--- src/rtl/argmax_selector_pkg.sv ---
// Shared state encoding and sizing constants for the argmax selector.
package argmax_selector_pkg;
  typedef enum logic [1:0] {
    IDLE    = 2'd0,
    COLLECT = 2'd1,
    DONE    = 2'd2
  } state_t;

  localparam int unsigned IDX_W               = 4;
  localparam int unsigned DEFAULT_SCORE_WIDTH = 16;
  localparam int unsigned DEFAULT_NUM_CLASSES = 10;
endpackage

--- src/rtl/argmax_selector_if.sv ---
// Score stream and result bus of the argmax selector.
// ARGMAX_RUNNER_UP_EN adds runner_index and margin to the result side.
interface argmax_selector_if
  import argmax_selector_pkg::*;
#(
  parameter int unsigned SCORE_WIDTH = DEFAULT_SCORE_WIDTH
) ();
  logic                   start;
  logic                   score_valid;
  logic [SCORE_WIDTH-1:0] score_data;
  logic                   score_ready;
  logic                   busy;
  logic                   result_valid;
  logic [IDX_W-1:0]       result_index;
  logic [SCORE_WIDTH-1:0] result_score;
`ifdef ARGMAX_RUNNER_UP_EN
  logic [IDX_W-1:0]       runner_index;
  logic [SCORE_WIDTH-1:0] margin;

  modport master (
    output start, score_valid, score_data,
    input  score_ready, busy, result_valid, result_index, result_score,
    input  runner_index, margin
  );
  modport slave (
    input  start, score_valid, score_data,
    output score_ready, busy, result_valid, result_index, result_score,
    output runner_index, margin
  );
`else
  modport master (
    output start, score_valid, score_data,
    input  score_ready, busy, result_valid, result_index, result_score
  );
  modport slave (
    input  start, score_valid, score_data,
    output score_ready, busy, result_valid, result_index, result_score
  );
`endif
endinterface

--- src/rtl/argmax_selector_score_compare.sv ---
// Combinational magnitude comparator, signed or unsigned by parameter.
module score_compare #(
  parameter int unsigned SCORE_WIDTH    = 16,
  parameter bit          TwosComplement = 1'b1
) (
  input  logic [SCORE_WIDTH-1:0] a,
  input  logic [SCORE_WIDTH-1:0] b,
  output logic                   gt,
  output logic                   eq,
  output logic                   lt
);
  always_comb begin
    eq = (a == b);
    if (TwosComplement) begin
      gt = ($signed(a) > $signed(b));
      lt = ($signed(a) < $signed(b));
    end else begin
      gt = (a > b);
      lt = (a < b);
    end
  end
endmodule

--- src/rtl/argmax_selector.sv ---
// Streaming argmax over NUM_CLASSES scores with one shared comparator.
// ARGMAX_RUNNER_UP_EN adds runner-up index and saturated margin outputs.
module argmax_selector
  import argmax_selector_pkg::*;
#(
  parameter int unsigned SCORE_WIDTH    = DEFAULT_SCORE_WIDTH,
  parameter int unsigned NUM_CLASSES    = DEFAULT_NUM_CLASSES,
  parameter bit          TwosComplement = 1'b1
) (
  input  logic              clk,
  input  logic              rst,
  argmax_selector_if.slave  bus
);
  state_t                 state;
  logic [IDX_W-1:0]       count;
  logic [SCORE_WIDTH-1:0] run_max;
  logic [IDX_W-1:0]       run_idx;
  logic [SCORE_WIDTH-1:0] nxt_max;
  logic [IDX_W-1:0]       nxt_idx;
  logic                   accept;
  logic                   last;
  logic                   gt_max;
  logic                   eq_max;
  logic                   lt_max;
  logic                   unused_cmp;

  assign accept     = bus.score_valid & bus.score_ready;
  assign last       = (count == IDX_W'(NUM_CLASSES - 1));
  assign unused_cmp = ^{lt_max, eq_max};

  score_compare #(.SCORE_WIDTH(SCORE_WIDTH), .TwosComplement(TwosComplement)) u_cmp_max (
    .a(bus.score_data), .b(run_max), .gt(gt_max), .eq(eq_max), .lt(lt_max)
  );

  // Strict greater-than keeps the lower index on ties.
  always_comb begin
    nxt_max = run_max;
    nxt_idx = run_idx;
    if (count == '0 || gt_max) begin
      nxt_max = bus.score_data;
      nxt_idx = count;
    end
  end

`ifdef ARGMAX_RUNNER_UP_EN
  logic [SCORE_WIDTH-1:0] run_ru;
  logic [IDX_W-1:0]       run_ru_idx;
  logic                   ru_ok;
  logic [SCORE_WIDTH-1:0] nxt_ru;
  logic [IDX_W-1:0]       nxt_ru_idx;
  logic                   nxt_ru_ok;
  logic                   gt_ru;
  logic                   eq_ru;
  logic                   lt_ru;
  logic                   unused_ru;
  logic [SCORE_WIDTH:0]   diff;
  logic [SCORE_WIDTH-1:0] nxt_margin;

  assign unused_ru = ^{eq_ru, lt_ru};

  score_compare #(.SCORE_WIDTH(SCORE_WIDTH), .TwosComplement(TwosComplement)) u_cmp_ru (
    .a(bus.score_data), .b(run_ru), .gt(gt_ru), .eq(eq_ru), .lt(lt_ru)
  );

  // Scores equal to the running max are skipped so the runner-up stays
  // strictly below the winner; ru_ok marks whether one has been seen yet.
  always_comb begin
    nxt_ru     = run_ru;
    nxt_ru_idx = run_ru_idx;
    nxt_ru_ok  = ru_ok;
    if (count == '0) begin
      nxt_ru     = bus.score_data;
      nxt_ru_idx = '0;
      nxt_ru_ok  = 1'b0;
    end else if (gt_max) begin
      nxt_ru     = run_max;
      nxt_ru_idx = run_idx;
      nxt_ru_ok  = 1'b1;
    end else if (!eq_max && (!ru_ok || gt_ru)) begin
      nxt_ru     = bus.score_data;
      nxt_ru_idx = count;
      nxt_ru_ok  = 1'b1;
    end
  end

  always_comb begin
    if (TwosComplement)
      diff = {nxt_max[SCORE_WIDTH-1], nxt_max} - {nxt_ru[SCORE_WIDTH-1], nxt_ru};
    else
      diff = {1'b0, nxt_max} - {1'b0, nxt_ru};
    nxt_margin = diff[SCORE_WIDTH] ? '1 : diff[SCORE_WIDTH-1:0];
  end
`endif

  always_ff @(posedge clk or posedge rst) begin
    if (rst) begin
      state            <= IDLE;
      count            <= '0;
      run_max          <= '0;
      run_idx          <= '0;
      bus.score_ready  <= 1'b0;
      bus.busy         <= 1'b0;
      bus.result_valid <= 1'b0;
      bus.result_index <= '0;
      bus.result_score <= '0;
`ifdef ARGMAX_RUNNER_UP_EN
      run_ru           <= '0;
      run_ru_idx       <= '0;
      ru_ok            <= 1'b0;
      bus.runner_index <= '0;
      bus.margin       <= '0;
`endif
    end else begin
      case (state)
        IDLE, DONE: begin
          if (bus.start) begin
            state            <= COLLECT;
            count            <= '0;
            bus.score_ready  <= 1'b1;
            bus.busy         <= 1'b1;
            bus.result_valid <= 1'b0;
          end
        end
        COLLECT: begin
          if (accept) begin
            run_max <= nxt_max;
            run_idx <= nxt_idx;
            count   <= count + 1'b1;
`ifdef ARGMAX_RUNNER_UP_EN
            run_ru     <= nxt_ru;
            run_ru_idx <= nxt_ru_idx;
            ru_ok      <= nxt_ru_ok;
`endif
            if (last) begin
              state            <= DONE;
              bus.score_ready  <= 1'b0;
              bus.busy         <= 1'b0;
              bus.result_valid <= 1'b1;
              bus.result_index <= nxt_idx;
              bus.result_score <= nxt_max;
`ifdef ARGMAX_RUNNER_UP_EN
              bus.runner_index <= nxt_ru_idx;
              bus.margin       <= nxt_margin;
`endif
            end
          end
        end
        default: state <= IDLE;
      endcase
    end
  end
endmodule
--- src/flat_wrapper.sv ---
// flat-port wrapper written by rule: the top's interface ports become plain ports
module argmax_selector_flat import argmax_selector_pkg::*;
#(
  parameter int unsigned SCORE_WIDTH    = DEFAULT_SCORE_WIDTH,
  parameter int unsigned NUM_CLASSES    = DEFAULT_NUM_CLASSES,
  parameter bit          TwosComplement = 1'b1
)
  (clk, rst, bus_start, bus_score_valid, bus_score_data, bus_score_ready, bus_busy, bus_result_valid, bus_result_index, bus_result_score);
  argmax_selector_if #(.SCORE_WIDTH(SCORE_WIDTH)) bus_i ();
  input  logic clk;
  input  logic rst;
  input wire logic [$bits(bus_i.start)-1:0] bus_start;
  input wire logic [$bits(bus_i.score_valid)-1:0] bus_score_valid;
  input wire logic [$bits(bus_i.score_data)-1:0] bus_score_data;
  output wire logic [$bits(bus_i.score_ready)-1:0] bus_score_ready;
  output wire logic [$bits(bus_i.busy)-1:0] bus_busy;
  output wire logic [$bits(bus_i.result_valid)-1:0] bus_result_valid;
  output wire logic [$bits(bus_i.result_index)-1:0] bus_result_index;
  output wire logic [$bits(bus_i.result_score)-1:0] bus_result_score;
  assign bus_i.start = bus_start;
  assign bus_i.score_valid = bus_score_valid;
  assign bus_i.score_data = bus_score_data;
  assign bus_score_ready = bus_i.score_ready;
  assign bus_busy = bus_i.busy;
  assign bus_result_valid = bus_i.result_valid;
  assign bus_result_index = bus_i.result_index;
  assign bus_result_score = bus_i.result_score;
  argmax_selector #(.SCORE_WIDTH(SCORE_WIDTH), .NUM_CLASSES(NUM_CLASSES), .TwosComplement(TwosComplement)) u_core (.clk(clk), .rst(rst), .bus(bus_i));
endmodule
--- config.mk ---
export PLATFORM = sky130hd
export DESIGN_NAME = argmax_selector_flat
export DESIGN_NICKNAME = d
export VERILOG_FILES = /design/src/rtl/argmax_selector_pkg.sv /design/src/rtl/argmax_selector_if.sv /design/src/rtl/argmax_selector_score_compare.sv /design/src/rtl/argmax_selector.sv /design/src/flat_wrapper.sv
export SDC_FILE = /design/constraint.sdc
export NUM_CORES = 1
export LEC_CHECK = 0
export CAP_MARGIN = 20
export CORE_UTILIZATION = 37
export DETAILED_ROUTE_END_ITERATION = 16
export GPL_TIMING_DRIVEN = 0
export PLACE_DENSITY_LB_ADDON = 0.1
export SYNTH_ARGS = -nofsm -noshare
export SYNTH_HDL_FRONTEND = slang
export SYNTH_SLANG_ARGS = --single-unit
--- constraint.sdc ---
create_clock -name clk -period 3.3 [get_ports clk]
set_clock_uncertainty 0.2 [all_clocks]
set_input_delay 0.66 -clock clk [delete_from_list [all_inputs] [get_ports clk]]
set_output_delay 0.66 -clock clk [all_outputs]
set_load 0.005 [all_outputs]
==> flow_summary.ini, run 1 <==
[sta]
worst_pin_slew_ns = 0.563
slew_violations = 0
fin_crit_ns = 3.23
fin_crit_sh_pct = 97.9
hold_ws_ns = 0.286
setup_tns_ns = 0
max_freq_mhz = 310
finalHoldViolCount = 0
setup-violations-final = 0
max-slew-margin-rel_pct = 62.4

[worst_hold_path]
hp-class = reg2reg

[grt]
grt_pass1_wl_um = 11700
track_usage_pct = 19.8
grt_pass1_vias = 2386
antenna_found_initial = 0
grt_max_degree = 29
grt_overflow = 0

[clock_network]
cts_tree = done
clock_tree.buffer_depth = 2
cts.clk_slew.worst_paths_ns = 0.09
clock-root-buffer = clkbuf_8
holdBufCountCts = 0
clock-sinks = 48
clkLatencyLatePin_ns = 0.30
htree_num_levels = 2
numCtsBuffers = 5

[routing]
wl_per_cell_um = 17.0
vias = 2370
dr.pass1.iters = 4
drc = 0
ant_nets = 0
wl_um = 7200
via_per_inst = 5.59
drtIter0Drc = 100

[worst_setup_path]
crit_required_ns = 3.29
crit_path_start_kind = input pin
critPathCaptureType = flip-flop
r2r_slack_ns = 0.43
crit_fanout = 5
setup.worst_path.class = in2reg
worstPathArrival_ns = 3.22

[power_and_ir_drop]
seqPwrFrac_pct = 32.6
cell_internal_pwr_mw = 1.84
switchingPower_mw = 1.28
p_clk_share_pct = 11.9
fin_total_pwr_mw = 3.12
combPwrFrac_pct = 55.5
peakVddDrop_mv = 0.322
power_density_nw_per_um2 = 879
power_leakage_nw = 1.61
p_sw_share_pct = 40.9

[place]
dp_hpwl_um = 4930
gp_congestion = 0.823
numPortBuffers = 42
dpl_cell_area_sq_um = 3320

[logic_synthesis]
yosysUniqueCellTypes = 40
ys_ff_latch = 48
synth_top_family_by_area = simple AND/OR/NAND/NOR gates
syn_inst = 273
synth_compound_area_share_pct = 16.4
synth.area.top_cells = dfrtp_1, ha_1, a221o_1
yosys.area.top_type_share_pct = 43.5
seq_area_frac_synth_pct = 43.5
yosys_warnings = 0
synth.mux.area_fraction_pct = 7.35
synthXorXnorAreaFrac_pct = 0.635
synth_top_area_cell = dfrtp_1
synth_nets = 312
synth-simple-area-share_pct = 16.7
avgSynthCellArea_sq_um = 10.1
syn_area_sq_um = 2760
synth_fa_ha_area_share_pct = 8.62

[die]
initial_utilization_pct = 38.2
rows = 31
ioPinCount = 43
dieArea_sq_um = 7810
core_area_sq_um = 7210
die_y_um = 88.4
die_w_um = 88.4

[job]
maxCapViolations = 0

[final_layout]
finalCoreUtilization_pct = 49.2
syn_to_final_growth_pct = 28.7
layout.nets = 363
fillers = 683
final_area_sq_um = 3550
n_antenna_cell = 0
drive_above_1_share_pct = 14.8

[status]
status = completed
[routing by layer]
metal	vias up	wire, um	global-route usage [%]
met5	-	0	0
li1	1113	-	-
met1	1194	3380	26.5
met4	0	63	6.01
met3	6	300	3.36
met2	57	3460	32.7
[Yosys cell counts (all sizes together)]
cell type,n
nor3,1
nand2,18
nand3b,1
nand4,6
a32o,2
o211ai,2
o221a,1
and2,1
ha,19
buf,9
or4,2
and3,17
nand3,22
o31ai,3
inv,21
xor2,2
a211o,1
dfrtp,48
a31oi,18
a21oi,10
nand2b,4
o21ai,5
a311o,1
or2,1
nor2b,2
or3,1
a221o,17
clkbuf,11
mux2,18
nor2,6
nor4,3
[registers in the layout (all words and copies together), names as in the netlist]
signal                   count
u_core.run_max              16
u_core.bus.result_valid      1
u_core.count                 4
u_core.bus.score_ready       1
u_core.bus.result_score     16
u_core.run_idx               4
u_core.state                 2
u_core.bus.result_index      4
[critical path, stage by stage]
cell             delay (ns)
clkdlybuf4s50_1        0.46
ha_1                   0.31
nand4_1                0.15
nor3_1                 0.08
a311o_1                0.32
or3_1                  0.36
o211ai_1               0.19
buf_4                  0.16
buf_2                  0.18
mux2_1                 0.33
[power by group through the flow]
stage / combinational [mW] / clock, mW / sequential, mW
2_1_floorplan: 1.04 / 0 / 1.00
3_3_place_gp: 1.58 / 0 / 1.02
3_5_place_dp: 1.61 / 0 / 1.03
4_1_cts: 1.64 / 0.387 / 1.02
5_1_grt: 1.92 / 0.408 / 1.06
6_report: 1.73 / 0.371 / 1.02
[logic make-up (layout without fill, tap and decap cells)]
kind of cell | count (synthesis) | count (layout)
flip-flops | 48 | 48
multiplexers | 18 | 18
adder cells (fa/ha/maj) | 19 | 19
AO/OA/AOI/OAI | 60 | 60
XOR/XNOR | 2 | 2
AND/OR/NAND/NOR | 85 | 85
buffers and inverters | 41 | 93
[timing repair]
item,4_1_cts,5_1_grt
resized for setup,9,18
pin swaps,1,4
setup endpoints to repair,34,37
cloned,0,1
setup buffers,0,2
[cell usage in the layout, fill, tap and decap left out, types with 2 or more instances in the layout]
| cell | count |
|---|---|
| o21ai_0 | 4 |
| ha_1 | 15 |
| mux2_1 | 8 |
| clkbuf_8 | 6 |
| nand3_1 | 22 |
| xor2_1 | 2 |
| clkbuf_1 | 9 |
| nor4_4 | 2 |
| o31ai_1 | 3 |
| a21oi_2 | 2 |
| clkinv_2 | 2 |
| nand4_1 | 6 |
| a221o_2 | 2 |
| buf_4 | 4 |
| nor2_1 | 6 |
| nor2b_1 | 2 |
| a221o_1 | 15 |
| buf_6 | 5 |
| nand2b_1 | 4 |
| clkdlybuf4s50_1 | 37 |
| inv_1 | 20 |
| mux2_2 | 10 |
| a21oi_1 | 8 |
| dlymetal6s2s_1 | 5 |
| clkbuf_4 | 2 |
| nand2_1 | 17 |
| a31oi_1 | 17 |
| o211ai_1 | 2 |
| a32o_1 | 2 |
| ha_4 | 4 |
| dfrtp_1 | 48 |
| and3_1 | 16 |
[area by class of cell]
| class | instances | area [sq um] | share of cell area [%] |
|---|---|---|---|
| multi-input cells | 184 | 1460 | 41.1 |
| flip-flops and latches | 48 | 1200 | 33.8 |
| repair buffers | 46 | 473 | 13.3 |
| well taps | 99 | 124 | 3.49 |
| plain buffers | 18 | 120 | 3.38 |
| clock buffers | 6 | 82.6 | 2.33 |
| inverters | 21 | 78.8 | 2.22 |
| clock inverters | 2 | 10.0 | 0.282 |
[worst paths after layout]
check                                   startpoint                       to  depth (start not counted)
setup / recovery                bus_score_data[10]        u_core.run_max[1]                         10
hold / removal             u_core.bus.result_valid  u_core.bus.result_valid                          2
setup reg to reg                u_core.run_max[11]        u_core.run_max[1]                         10
hold reg to reg            u_core.bus.result_valid  u_core.bus.result_valid                          2
max in group asynchronous                      rst        u_core.run_max[1]                          3
min in group asynchronous                      rst       u_core.run_max[11]                          2
[stage by stage]
| stage | setup slack (ns) | cells |
|---|---|---|
| after floorplan | 0.308 | 273 |
| after global placement | -0.441 | 414 |
| after detailed placement | -0.493 | 415 |
| after CTS | -0.0443 | 421 |
| after global routing | -0.0379 | 424 |
| final | 0.0698 | 424 |
No activity file was read; power rests on OpenSTA's default activity.
==> inputs of run 2 (changes only) <==
==> constraint.sdc (replaced) <==
create_clock -name clk -period 3.2 [get_ports clk]
set_clock_uncertainty 0.2 [all_clocks]
set_input_delay 0.64 -clock clk [delete_from_list [all_inputs] [get_ports clk]]
set_output_delay 0.64 -clock clk [all_outputs]
set_load 0.005 [all_outputs]
==> run 2 against run 1 <==
  * Via count fell by 0.34%
  * Global-route usage grew 0.30 points
  * Final cell count grew 0.71%
  * First-iteration DRC count increased by 26%
  * Highest routed layer unchanged
  * Hold slack barely moved
  * Largest cell class unchanged
  * Final area rose by 0.60%
  * Sequential share of layout area decreased by 0.20 points
  * Clock-buffer cell count is the same
  * Utilization grew 0.29 points
  * Critical path type unchanged
==> flow_summary.ini, run 2 (same netlist as run 1, synthesis figures left out) <==
[status]
status = completed

[clock_network]
htree_num_levels = 2
clock_tree.buffer_depth = 2
clock-root-buffer = clkbuf_8
holdBufCountCts = 0
clkLatencyLatePin_ns = 0.30
clock-sinks = 48
cts.clk_slew.worst_paths_ns = 0.09
numCtsBuffers = 5
cts_tree = done

[routing]
vias = 2362
drc = 0
ant_nets = 0
dr.pass1.iters = 7
wl_per_cell_um = 16.9
wl_um = 7220
drtIter0Drc = 126
via_per_inst = 5.53

[sta]
setup-violations-final = 0
max_freq_mhz = 317
max-slew-margin-rel_pct = 61.3
finalHoldViolCount = 0
fin_crit_sh_pct = 98.7
worst_pin_slew_ns = 0.580
hold_ws_ns = 0.286
slew_violations = 0
fin_crit_ns = 3.16

[die]
initial_utilization_pct = 38.2
core_area_sq_um = 7210
die_w_um = 88.4
rows = 31
dieArea_sq_um = 7810
die_y_um = 88.4
ioPinCount = 43

[job]
maxCapViolations = 0

[worst_hold_path]
hp-class = reg2reg
hp-start = u_core.bus.result_valid

[place]
dpl_cell_area_sq_um = 3320
numPortBuffers = 42
dp_hpwl_um = 4930
dp_cells = 415
gp_congestion = 0.823

[grt]
antenna_found_initial = 0
grt_pass1_vias = 2423
met1_usage_pct = 26.6
gr-usage-met2_pct = 33.4
track_usage_pct = 20.1
top_usage_layer = met2
grt_overflow = 0
met3_usage_pct = 3.45
grt_max_degree = 29
grt_pass1_wl_um = 11900

[power_and_ir_drop]
fin_total_pwr_mw = 3.25
power_density_nw_per_um2 = 909
power_leakage_nw = 1.59
peakVddDrop_mv = 0.331

[worst_setup_path]
crit_path_start_kind = input pin
slowest_stage = clkdlybuf4s50_1
r2r_start = u_core.run_max[12]
critPathBufInv = 3
crit_fanout = 5
setup.worst_path.class = in2reg
max_stage_delay_ns = 0.54
path_cells = clkdlybuf4s50_1, ha_4, nand2_2, nor3_1, a311o_1, or3_1, o211ai_1, buf_4, buf_2, mux2_1
crit_required_ns = 3.18
critPathCaptureType = flip-flop
r2r_slack_ns = 0.35
worstPathArrival_ns = 3.14
startpoint = bus_score_data[14]
critical-path-top-delay-family = buffers and inverters

[final_layout]
final_cell_count_no_fill = 427
syn_to_final_growth_pct = 29.4
largest_registers = u_core.bus.result_score x16, u_core.run_max x16
final_cell_mix = dfrtp_1, clkdlybuf4s50_1, nand3_1, inv_1
final_common_cell = dfrtp_1
drive_above_1_share_pct = 15.9
n_antenna_cell = 0
layout.nets = 366
final_area_sq_um = 3570
-- run 2: cell types whose count changed in the layout (fill, tap and decap cells not counted) --
cell,change
dlymetal6s2s_1,-4
dlygate4sd2_1,+5
ha_1,-1
o31ai_1,-1
or2_4,-1
clkdlybuf4s50_1,-1
buf_4,+3
or2_1,+1
o31ai_2,+1
ha_4,+1
-- run 2: repair_timing --
| item | CTS | global route |
|---|---|---|
| pin swaps | 5 | 5 |
| cloned | 0 | 1 |
| setup endpoints to repair | 37 | 38 |
| resized for setup | 21 | 7 |
| setup buffers | 2 | 2 |
-- run 2: final timing paths --
path,to,depth (start not counted)
worst min register to register,u_core.bus.result_valid,2
min in group asynchronous,u_core.run_max[11],2
worst max register to register,u_core.run_max[1],10
worst max-delay path,u_core.run_max[1],10
max in group asynchronous,u_core.run_max[1],3
worst min-delay path,u_core.bus.result_valid,2
-- run 2: power breakdown --
group          switching [mW]  internal (mW)
Sequential              0.180          0.870
Clock                   0.211          0.173
Combinational           0.932          0.879
-- run 2: final cells by class --
cell class | instances | area [sq um]
timing repair buffer | 48 | 472
buffer | 19 | 128
fill | 694 | 3640
sequential | 48 | 1200
tap | 99 | 124
inverter | 21 | 78.8
multi-input combinational | 184 | 1480
clock buffer | 6 | 82.6
clock inverter | 2 | 10.0
-- run 2: worst register-to-register path: stages, from the launching register on --
cell      delay, ns
dfrtp_1        0.37
inv_1          0.05
ha_1           0.30
nand4_1        0.18
nor3_1         0.08
a311o_1        0.33
or3_1          0.37
o211ai_1       0.19
buf_4          0.17
buf_2          0.18
mux2_1         0.33
-- run 2: per-stage QoR --
stage	setup WS, ns	setup TNS, ns	utilization [%]
final	0.0419	0	49.5
after global routing	-0.0414	-0.294	49.5
after CTS	0.0124	0	48.7
after detailed placement	-0.573	-17.73	46.1
after global placement	-0.521	-16.20	45.8
after floorplan	0.228	0	-
-- run 2: layer usage --
metal	share of wire, %	vias to the layer above
li1	-	1123
met3	4.2	4
met1	47	1174
met5	0	-
met2	49	61
met4	0.66	0
==> inputs of run 3 (changes only) <==
--- a/config.mk
+++ b/config.mk
@@ -7,6 +7,7 @@
 export LEC_CHECK = 0
 export CAP_MARGIN = 20
 export CORE_UTILIZATION = 37
+export CTS_CLUSTER_DIAMETER = 80
 export DETAILED_ROUTE_END_ITERATION = 16
 export GPL_TIMING_DRIVEN = 0
 export PLACE_DENSITY_LB_ADDON = 0.1
==> constraint.sdc (replaced) <==
create_clock -name clk -period 2.6 [get_ports clk]
set_clock_uncertainty 0.2 [all_clocks]
set_input_delay 0.52 -clock clk [delete_from_list [all_inputs] [get_ports clk]]
set_output_delay 0.52 -clock clk [all_outputs]
set_load 0.005 [all_outputs]
==> run 3 against run 2 <==
  * Die area is the same
  * Final area grew 9.8%
  * Non-clock buffer count grew 11
  * Hold slack improved by 0.0015 ns
  * Largest cell class unchanged
  * Critical endpoint is now u_core.run_max[0]
  * The flow now finishes with violations (setup timing)
==> flow_summary.ini, run 3 (same netlist as run 1, synthesis figures left out) <==
[worst_setup_path]
crit_fanout = 10
r2r_start = u_core.run_max[10]
ff2ff_path_depth = 10
setup.worst_path.class = in2reg
r2r-end = u_core.run_max[0]
critical-path-top-delay-family = buffers and inverters
critPathBufInv = 3
path_cells = clkdlybuf4s15_1, ha_4, nand2_2, nor3_1, a311o_1, or3_1, o211ai_1, buf_4, buf_12, mux2_4
worstPathArrival_ns = 2.73
slowest_stage = or3_1
crit_path_start_kind = input pin
r2r_slack_ns = -0.14
critPathCaptureType = flip-flop
crit_required_ns = 2.59
max_stage_delay_ns = 0.34

[die]
core_area_sq_um = 7210
die_y_um = 88.4
dieArea_sq_um = 7810
rows = 31
die_w_um = 88.4
initial_utilization_pct = 38.2
ioPinCount = 43

[power_and_ir_drop]
power_density_nw_per_um2 = 1200
peakVddDrop_mv = 0.494
combPwrFrac_pct = 58.6
p_sw_share_pct = 38.0
seqPwrFrac_pct = 27.7
cell_internal_pwr_mw = 2.93
p_clk_share_pct = 13.7
switchingPower_mw = 1.80
power_leakage_nw = 1.77

[sta]
worst_slack_ns = -0.141
fin_crit_ns = 2.74
slew_violations = 0
setup-violations-final = 38
max_freq_mhz = 365
worst_pin_slew_ns = 0.615
setup_tns_ns = -3.56
fin_crit_sh_pct = 105
hold_ws_ns = 0.288
finalHoldViolCount = 0
rsz0062_at_grt = true
max-slew-margin-rel_pct = 59.0

[place]
gp_congestion = 0.766
dp_hpwl_um = 5250
dp_cells = 415
numPortBuffers = 42
dp_slack_ns = -0.987

[clock_network]
clkLatencyLatePin_ns = 0.31
clock-sinks = 48
clock-root-buffer = clkbuf_8
cts_tree = done
htree_num_levels = 2
clock_tree.buffer_depth = 2
numCtsBuffers = 5
cts.clk_slew.worst_paths_ns = 0.09

[final_layout]
finalCoreUtilization_pct = 54.4
syn_to_final_growth_pct = 42.1
final_cell_mix = dfrtp_1, clkdlybuf4s50_1, nand3_1, mux2_4, a31oi_1
final_common_cell = dfrtp_1
largest_registers = u_core.bus.result_score x16, u_core.run_max x16
layout.nets = 377
final_cell_count_no_fill = 437
drive_above_1_share_pct = 26.3
n_antenna_cell = 0
fillers = 678

[grt]
grt_pass1_wl_um = 12500
grt_overflow = 0
grt_max_degree = 29
grt_pass1_vias = 2361
antenna_found_initial = 0
track_usage_pct = 21.5

[worst_hold_path]
hp-class = reg2reg
holdPathStages = 2
hp-start = u_core.bus.result_index[2]
holdPathEnd = u_core.bus.result_index[2]

[routing]
via_per_inst = 5.51
vias = 2407
drc = 0
wl_um = 7740
drtIter0Drc = 128
wl_per_cell_um = 17.7
dr.pass1.iters = 6
ant_nets = 0

[status]
status = finished, violations left
failed_checks = setup timing

[job]
maxCapViolations = 0
-- run 3: changes by cell type in the layout (fill, tap and decap cells not counted), sizes merged --
cell           previous run  this run
buf                      14        26
bufinv                    0         2
clkbuf                   17        16
clkdlybuf4s15             0         8
clkdlybuf4s50            36        27
clkinv                    2         0
dlygate4sd2               5         6
dlymetal6s2s              1         0
-- run 3: per-layer routing --
metal | routed length [um] | part of all wire (%) | track usage [%]
met3 | 349 | 4.5 | 3.92
met4 | 56 | 0.72 | 4.99
met1 | 3540 | 46 | 29.8
met2 | 3800 | 49 | 34.9
met5 | 0 | 0 | 0
-- run 3: how the worst max path moves through the flow --
| stage | cells past startpoint | from | slack (ns) | end |
|---|---|---|---|---|
| 6_report | 10 | bus_score_data[14] | -0.14 | u_core.run_max[0] |
| 5_1_grt | 10 | u_core.run_max[13] | -0.25 | u_core.run_max[2] |
| 4_1_cts | 9 | u_core.run_max[12] | -0.09 | u_core.bus.result_score[11] |
| 3_5_place_dp | 9 | bus_score_data[13] | -0.99 | u_core.bus.result_score[8] |
| 3_3_place_gp | 9 | bus_score_data[11] | -0.95 | u_core.bus.result_score[7] |
| 2_1_floorplan | 7 | bus_score_data[12] | -0.05 | u_core.bus.result_score[10] |
-- run 3: stage by stage --
stage                     area [sq um]  total power [mW]
final                             3920              4.72
after detailed placement          3560              3.71
after CTS                         3860              4.61
after global placement            3540              3.65
after global routing              3920              5.05
after floorplan                   3000              2.88
-- run 3: power by group through the flow --
stage                     Combinational, mW  Sequential [mW]  Clock [mW]
after floorplan                        1.60             1.28           0
after global placement                 2.34             1.31           0
after detailed placement               2.39             1.32           0
after CTS                              2.65             1.31       0.656
after global routing                   3.01             1.34       0.690
final                                  2.77             1.31       0.646
-- run 3: worst min-delay path, cell delays in order (launching register included) --
cell	delay, ns
dfrtp_1	0.35
nand2_1	0.04
o21ai_0	0.06
-- run 3: repair_timing --
item                       4_1_cts  5_1_grt
pin swaps                       14        0
gates resized for setup         55        4
gates cloned                     1        1
setup endpoints to repair       40       40
setup buffers                   12        1
hold buffers                     0        0
-- run 3: cell type report --
class                           instances  area, sq um  area share, %
Clock buffer                            5         68.8           1.75
Buffer                                 20          170           4.34
Sequential cell                        48         1200           30.6
Clock inverter                          2         60.1           1.53
Multi-Input combinational cell        184         1640           41.8
Inverter                               21         78.8           2.01
Tap cell                               99          124           3.16
Timing Repair Buffer                   58          581           14.8
